==> config.mk <==
export PLATFORM = sky130hd
export DESIGN_NAME = iob_csr_sub
export DESIGN_NICKNAME = d
export VERILOG_FILES = /design/src/rtl/iob_csr_sub_pkg.sv /design/src/rtl/iob_csr_sub_rpipe.sv /design/src/rtl/iob_csr_sub.sv
export SDC_FILE = /design/constraint.sdc
export NUM_CORES = 1
export LEC_CHECK = 0
export ABC_AREA = 1
export ABC_CLOCK_PERIOD_IN_PS = 2400
export CAP_MARGIN = 5
export CORE_MARGIN = 2
export CORE_UTILIZATION = 40
export DETAILED_ROUTE_END_ITERATION = 7
export GPL_TIMING_DRIVEN = 0
export MAX_ROUTING_LAYER = met4
export PLACE_DENSITY = 0.66
export SETUP_SLACK_MARGIN = 0.3
export SYNTH_ARGS = -nofsm -noshare
export SYNTH_HDL_FRONTEND = slang
export SYNTH_SLANG_ARGS = --single-unit
==> constraint.sdc <==
create_clock -name clk_i -period 2.4 [get_ports clk_i]
set_clock_uncertainty 0.1 [all_clocks]
set_input_delay 0.72 -clock clk_i [delete_from_list [all_inputs] [get_ports clk_i]]
set_output_delay 0.72 -clock clk_i [all_outputs]
set_load 0.05 [all_outputs]
==> src/rtl/iob_csr_sub_pkg.sv <==
// Shared constants and types for the IOb CSR subordinate.
package iob_csr_sub_pkg;

  localparam int unsigned DATA_W = 32;
  localparam int unsigned NBYTES = DATA_W / 8;

  // Value returned for reads of word indices beyond the register bank.
  localparam logic [DATA_W-1:0] OOR_RDATA = 32'h0;

  typedef enum logic [1:0] {
    ST_IDLE = 2'd0,
    ST_WAIT = 2'd1,
    ST_ACC  = 2'd2
  } rdy_state_e;

endpackage

==> src/rtl/iob_csr_sub_rpipe.sv <==
// Read-return pipeline: LAT stages of valid/data. A data stage only loads
// when a valid entry moves into it, so the last stage holds the most
// recently delivered word between rvalid pulses.
module iob_csr_sub_rpipe #(
  parameter int unsigned LAT = 1,
  parameter int unsigned W   = 32
) (
  input  logic         i_clk,
  input  logic         i_rst_n,
  input  logic         i_cke,
  input  logic         i_vld,
  input  logic [W-1:0] i_data,
  output logic         o_vld,
  output logic [W-1:0] o_data
);

  logic [LAT-1:0] r_vld;
  logic [W-1:0]   r_data [LAT];

  // Shift valid every enabled cycle; move data only alongside a valid entry.
  always_ff @(posedge i_clk or negedge i_rst_n) begin
    if (!i_rst_n) begin
      r_vld <= '0;
      for (int unsigned s = 0; s < LAT; s++) begin
        r_data[s] <= '0;
      end
    end else if (i_cke) begin
      r_vld[0] <= i_vld;
      if (i_vld) begin
        r_data[0] <= i_data;
      end
      for (int unsigned s = 1; s < LAT; s++) begin
        r_vld[s] <= r_vld[s-1];
        if (r_vld[s-1]) begin
          r_data[s] <= r_data[s-1];
        end
      end
    end
  end

  assign o_vld  = r_vld[LAT-1];
  assign o_data = r_data[LAT-1];

endmodule

==> src/rtl/iob_csr_sub.sv <==
// IOb native subordinate with a bank of byte-strobed 32-bit registers,
// programmable ready wait states and programmable read latency.
module iob_csr_sub
  import iob_csr_sub_pkg::*;
#(
  parameter int unsigned DATA_W   = 32,
  parameter int unsigned ADDR_W   = 5,
  parameter int unsigned N_REGS   = 8,
  parameter int unsigned WAIT_CYC = 0,
  parameter int unsigned READ_LAT = 1
) (
  input  logic              clk_i,
  input  logic              arst_n_i,
  input  logic              cke_i,
  input  logic              iob_valid_i,
  input  logic [ADDR_W-1:0] iob_addr_i,
  input  logic [DATA_W-1:0] iob_wdata_i,
  input  logic [NBYTES-1:0] iob_wstrb_i,
  output logic              iob_ready_o,
  output logic              iob_rvalid_o,
  output logic [DATA_W-1:0] iob_rdata_o
);

  localparam int unsigned IDX_W    = ADDR_W - 2;
  localparam logic [3:0]  CNT_LOAD = (WAIT_CYC > 0) ? 4'(WAIT_CYC - 1) : 4'd0;

  rdy_state_e        r_state;
  rdy_state_e        w_state_nxt;
  logic [3:0]        r_cnt;
  logic [3:0]        w_cnt_nxt;
  logic              w_rdy;
  logic              w_xfer;
  logic              w_is_wr;
  logic              w_in_range;
  logic              w_wr_en;
  logic              w_rd_en;
  logic [IDX_W-1:0]  w_idx;
  logic [DATA_W-1:0] w_rd_word;
  logic [DATA_W-1:0] r_regs [N_REGS];
  logic              w_unused;

  assign w_idx      = iob_addr_i[ADDR_W-1:2];
  assign w_unused   = ^iob_addr_i[1:0];
  assign w_in_range = ({{(32-IDX_W){1'b0}}, w_idx} < N_REGS);

  // Ready FSM state and wait counter; frozen while the clock enable is low.
  always_ff @(posedge clk_i or negedge arst_n_i) begin
    if (!arst_n_i) begin
      r_state <= ST_IDLE;
      r_cnt   <= '0;
    end else if (cke_i) begin
      r_state <= w_state_nxt;
      r_cnt   <= w_cnt_nxt;
    end
  end

  // Next-state and combinational ready. ACC is entered on the edge where the
  // decremented count reaches zero, so ready rises after exactly WAIT_CYC
  // valid-high cycles (a single wait cycle goes straight from IDLE to ACC).
  always_comb begin
    w_state_nxt = r_state;
    w_cnt_nxt   = r_cnt;
    w_rdy       = 1'b0;
    case (r_state)
      ST_IDLE: begin
        if (iob_valid_i) begin
          if (WAIT_CYC == 0) begin
            w_rdy = 1'b1;
          end else if (CNT_LOAD == 4'd0) begin
            w_state_nxt = ST_ACC;
          end else begin
            w_state_nxt = ST_WAIT;
            w_cnt_nxt   = CNT_LOAD;
          end
        end
      end
      ST_WAIT: begin
        if (!iob_valid_i) begin
          w_state_nxt = ST_IDLE;
        end else begin
          w_cnt_nxt = r_cnt - 4'd1;
          if (r_cnt <= 4'd1) begin
            w_state_nxt = ST_ACC;
          end
        end
      end
      ST_ACC: begin
        w_rdy       = iob_valid_i;
        w_state_nxt = ST_IDLE;
      end
      default: begin
        w_state_nxt = ST_IDLE;
      end
    endcase
  end

  assign iob_ready_o = cke_i & w_rdy;
  assign w_xfer      = iob_valid_i & iob_ready_o;
  assign w_is_wr     = |iob_wstrb_i;
  assign w_wr_en     = w_xfer & w_is_wr & w_in_range;
  assign w_rd_en     = w_xfer & ~w_is_wr;
  assign w_rd_word   = w_in_range ? r_regs[w_idx] : OOR_RDATA;

  // Register bank with per-byte strobe merge.
  always_ff @(posedge clk_i or negedge arst_n_i) begin
    if (!arst_n_i) begin
      for (int unsigned i = 0; i < N_REGS; i++) begin
        r_regs[i] <= '0;
      end
    end else if (w_wr_en) begin
      for (int unsigned b = 0; b < NBYTES; b++) begin
        if (iob_wstrb_i[b]) begin
          r_regs[w_idx][8*b +: 8] <= iob_wdata_i[8*b +: 8];
        end
      end
    end
  end

  iob_csr_sub_rpipe #(
    .LAT (READ_LAT),
    .W   (DATA_W)
  ) u_rpipe (
    .i_clk   (clk_i),
    .i_rst_n (arst_n_i),
    .i_cke   (cke_i),
    .i_vld   (w_rd_en),
    .i_data  (w_rd_word),
    .o_vld   (iob_rvalid_o),
    .o_data  (iob_rdata_o)
  );

endmodule

==> impl_metrics.tcl <==
set metrics [dict create \
    avgSynthCellArea_um2 7.53 \
    fin_crit_sh_pct 85.9 \
    syn_inst 1754 \
    root_buffer "clkbuf_16" \
    syn_nets 1799 \
    multi_input_area_um2 5490 \
    fin_util_pct 48.9 \
    fillerInstances 3213 \
    hold_buffers 0 \
    dr.pass1.iters 5 \
    vdd_drop_max_mv 0.479 \
    finalHoldWorstSlack_ps 27.8 \
    cap_violations 0 \
    hold_path_class "in -> async" \
    power_density_nw_per_um2 885 \
    status "complete, no violations" \
    antenna_found_initial 1 \
    drive_above_1_share_pct 11.2 \
    worstPathRequired_ps 1580 \
    chipHeight_um 186 \
    crit_family "flip-flops" \
    path_cells "clkdlybuf4s18_2" \
    die_x_um 186 \
    drc 0 \
    clock_sinks 289 \
    cts_buffer_depth 3 \
    grt_start_max_net_pins 119 \
    synth-warning-count 0 \
    fmax_mhz 485 \
    cts_tree "done" \
    mostFrequentLayoutCells "nand2_1, dfrtp_1, o21ai_0, nor2_1, a21oi_1" \
    grt_overflow 0 \
    area_delta_synth_final_pct 20.6 \
    slew_headroom_pct 57.6 \
    power.leakage_nw 8.32 \
    htree_levels 2 \
    path_clk_slew_ps 60 \
    clock_latency_ps 500 \
    ant_nets 0 \
    path_buf_inv 1 \
    grt_setup_unrepaired "yes" \
    slew_viol_final 0 \
    layout_commonest_cell "nand2_1" \
    fp-row-count 66 \
    worst_path_max_delay_cell "dfrtp_1" \
    synth_cell_type_count 19 \
    vias 11800 \
    fin_crit_ps 2060 \
    initial_utilization_pct 40.6 \
    path_max_fanout 2 \
    grt_usage_pct 23.0 \
    gp_congestion 0.888 \
    slowest_delay_ps 380 \
    fin_nets 1928 \
    core_um2 32500 \
    worst_pin_slew_ps 636 \
    wirelength_mm 37.7 \
    portBuffers 73 \
    netlist_area_um2 13200 \
    drt_iter0_drc 984 \
    grt_pass1_wl_mm 60.1 \
    tns_ps 0 \
    startpoint_type "flip-flop" \
    via_per_inst 5.00 \
    final-setup-viol-count 0 \
    post_drt_wl_per_cell_um 16.0 \
    dieArea_um2 34500 \
    io_pins 79 \
    regArea_um2 7230 \
    ys_seq_area_share_pct 54.8 \
    numCtsBuffers 34 \
    critPathKind "reg -> out" \
    critical_path_arrival_ps 1240 \
    cp-end-kind "output pin" \
    ys_ff_latch 289 \
    grt_pass1_vias 11200 \
    hold_viol 0 \
    hpwl_mm 25.8 \
    power_mw 14.1 \
]
-- per-stage QoR --
stage / instance area, um2 / instances / worst slack [ps]
floorplan: 13200 / 1754 / 438
global placement: 14500 / 2269 / -11940
detailed placement: 14500 / 2271 / -1060
CTS: 15900 / 2342 / 163
global route: 15900 / 2352 / 270
finish: 15900 / 2352 / 339
-- sequential cells by signal (all words and copies together), names as in the netlist --
name            cells
u_rpipe.o_data     32
u_rpipe.o_vld       1
r_regs            256
-- cell type report --
class / count / share of cell area [%]
Sequential cell: 289 / 45.4
Multi-Input combinational cell: 1330 / 34.5
Clock buffer: 45 / 5.92
Timing Repair Buffer: 93 / 5.53
Tap cell: 442 / 3.47
Buffer: 89 / 2.70
Clock inverter: 17 / 1.34
Inverter: 46 / 1.10
Antenna cell: 1 / 0.0157
-- report_power, final --
group          switching, mW  internal [mW]  total [mW]  leakage (nW)
clock network           2.06           3.22        5.28         0.566
registers              0.506           5.81        6.32          3.69
logic                   1.58          0.914        2.49          4.06
total                   4.14           9.95        14.1          8.32
-- synth_stat cells (all sizes together) --
cell | n | area share (%)
clkbuf | 55 | 1.6
nand4 | 8 | 0.47
nand2 | 960 | 27
nor3 | 5 | 0.38
a21oi | 80 | 3.0
nand3 | 4 | 0.15
inv | 46 | 1.3
nor2 | 96 | 3.0
dfrtp | 289 | 55
o21ai | 177 | 6.7
buf | 34 | 1.3
-- path summary, 6_finish.rpt --
| kind | startpoint | end | slack [ps] | depth (start not counted) |
|---|---|---|---|---|
| hold / removal | arst_n_i | r_regs[72]$_DFFE_PN0P_ | 30 | 1 |
| max in group asynchronous | arst_n_i | r_regs[159]$_DFFE_PN0P_ | 730 | 3 |
| setup reg to reg | r_regs[152]$_DFFE_PN0P_ | u_rpipe.o_data[24]$_DFFE_PN0P_ | 1220 | 8 |
| setup / recovery | u_rpipe.o_data[29]$_DFFE_PN0P_ | iob_rdata_o[29] | 340 | 1 |
| hold reg to reg | u_rpipe.o_data[8]$_DFFE_PN0P_ | u_rpipe.o_data[8]$_DFFE_PN0P_ | 380 | 2 |
| min in group clk_i | u_rpipe.o_data[8]$_DFFE_PN0P_ | u_rpipe.o_data[8]$_DFFE_PN0P_ | 380 | 2 |
-- cells by family (layout without fill, tap and decap cells) --
kind of cell,Yosys count,count (layout),synth area share (%)
DFF,289,289,54.8
buffers and inverters,135,290,4.18
other,0,1,0
AOI/OAI and AO/OA,257,257,9.74
and+or+nand+nor,1073,1073,31.3
-- what timing repair did --
| action | in CTS | in global routing |
|---|---|---|
| gates cloned | 0 | 0 |
| setup buffers | 9 | 9 |
| pin swaps | 6 | 3 |
| endpoints found under the setup margin | 323 | 224 |
| resized for setup | 148 | 70 |
-- layer usage --
metal	global-route usage, %	vias up	part of all wire [%]
met1	31.5	5598	45
li1	-	5743	-
met4	7.18	0	2.6
met2	35.2	350	47
met5	-	-	0
met3	3.66	73	6.0
(Power assumes the default switching activity.)
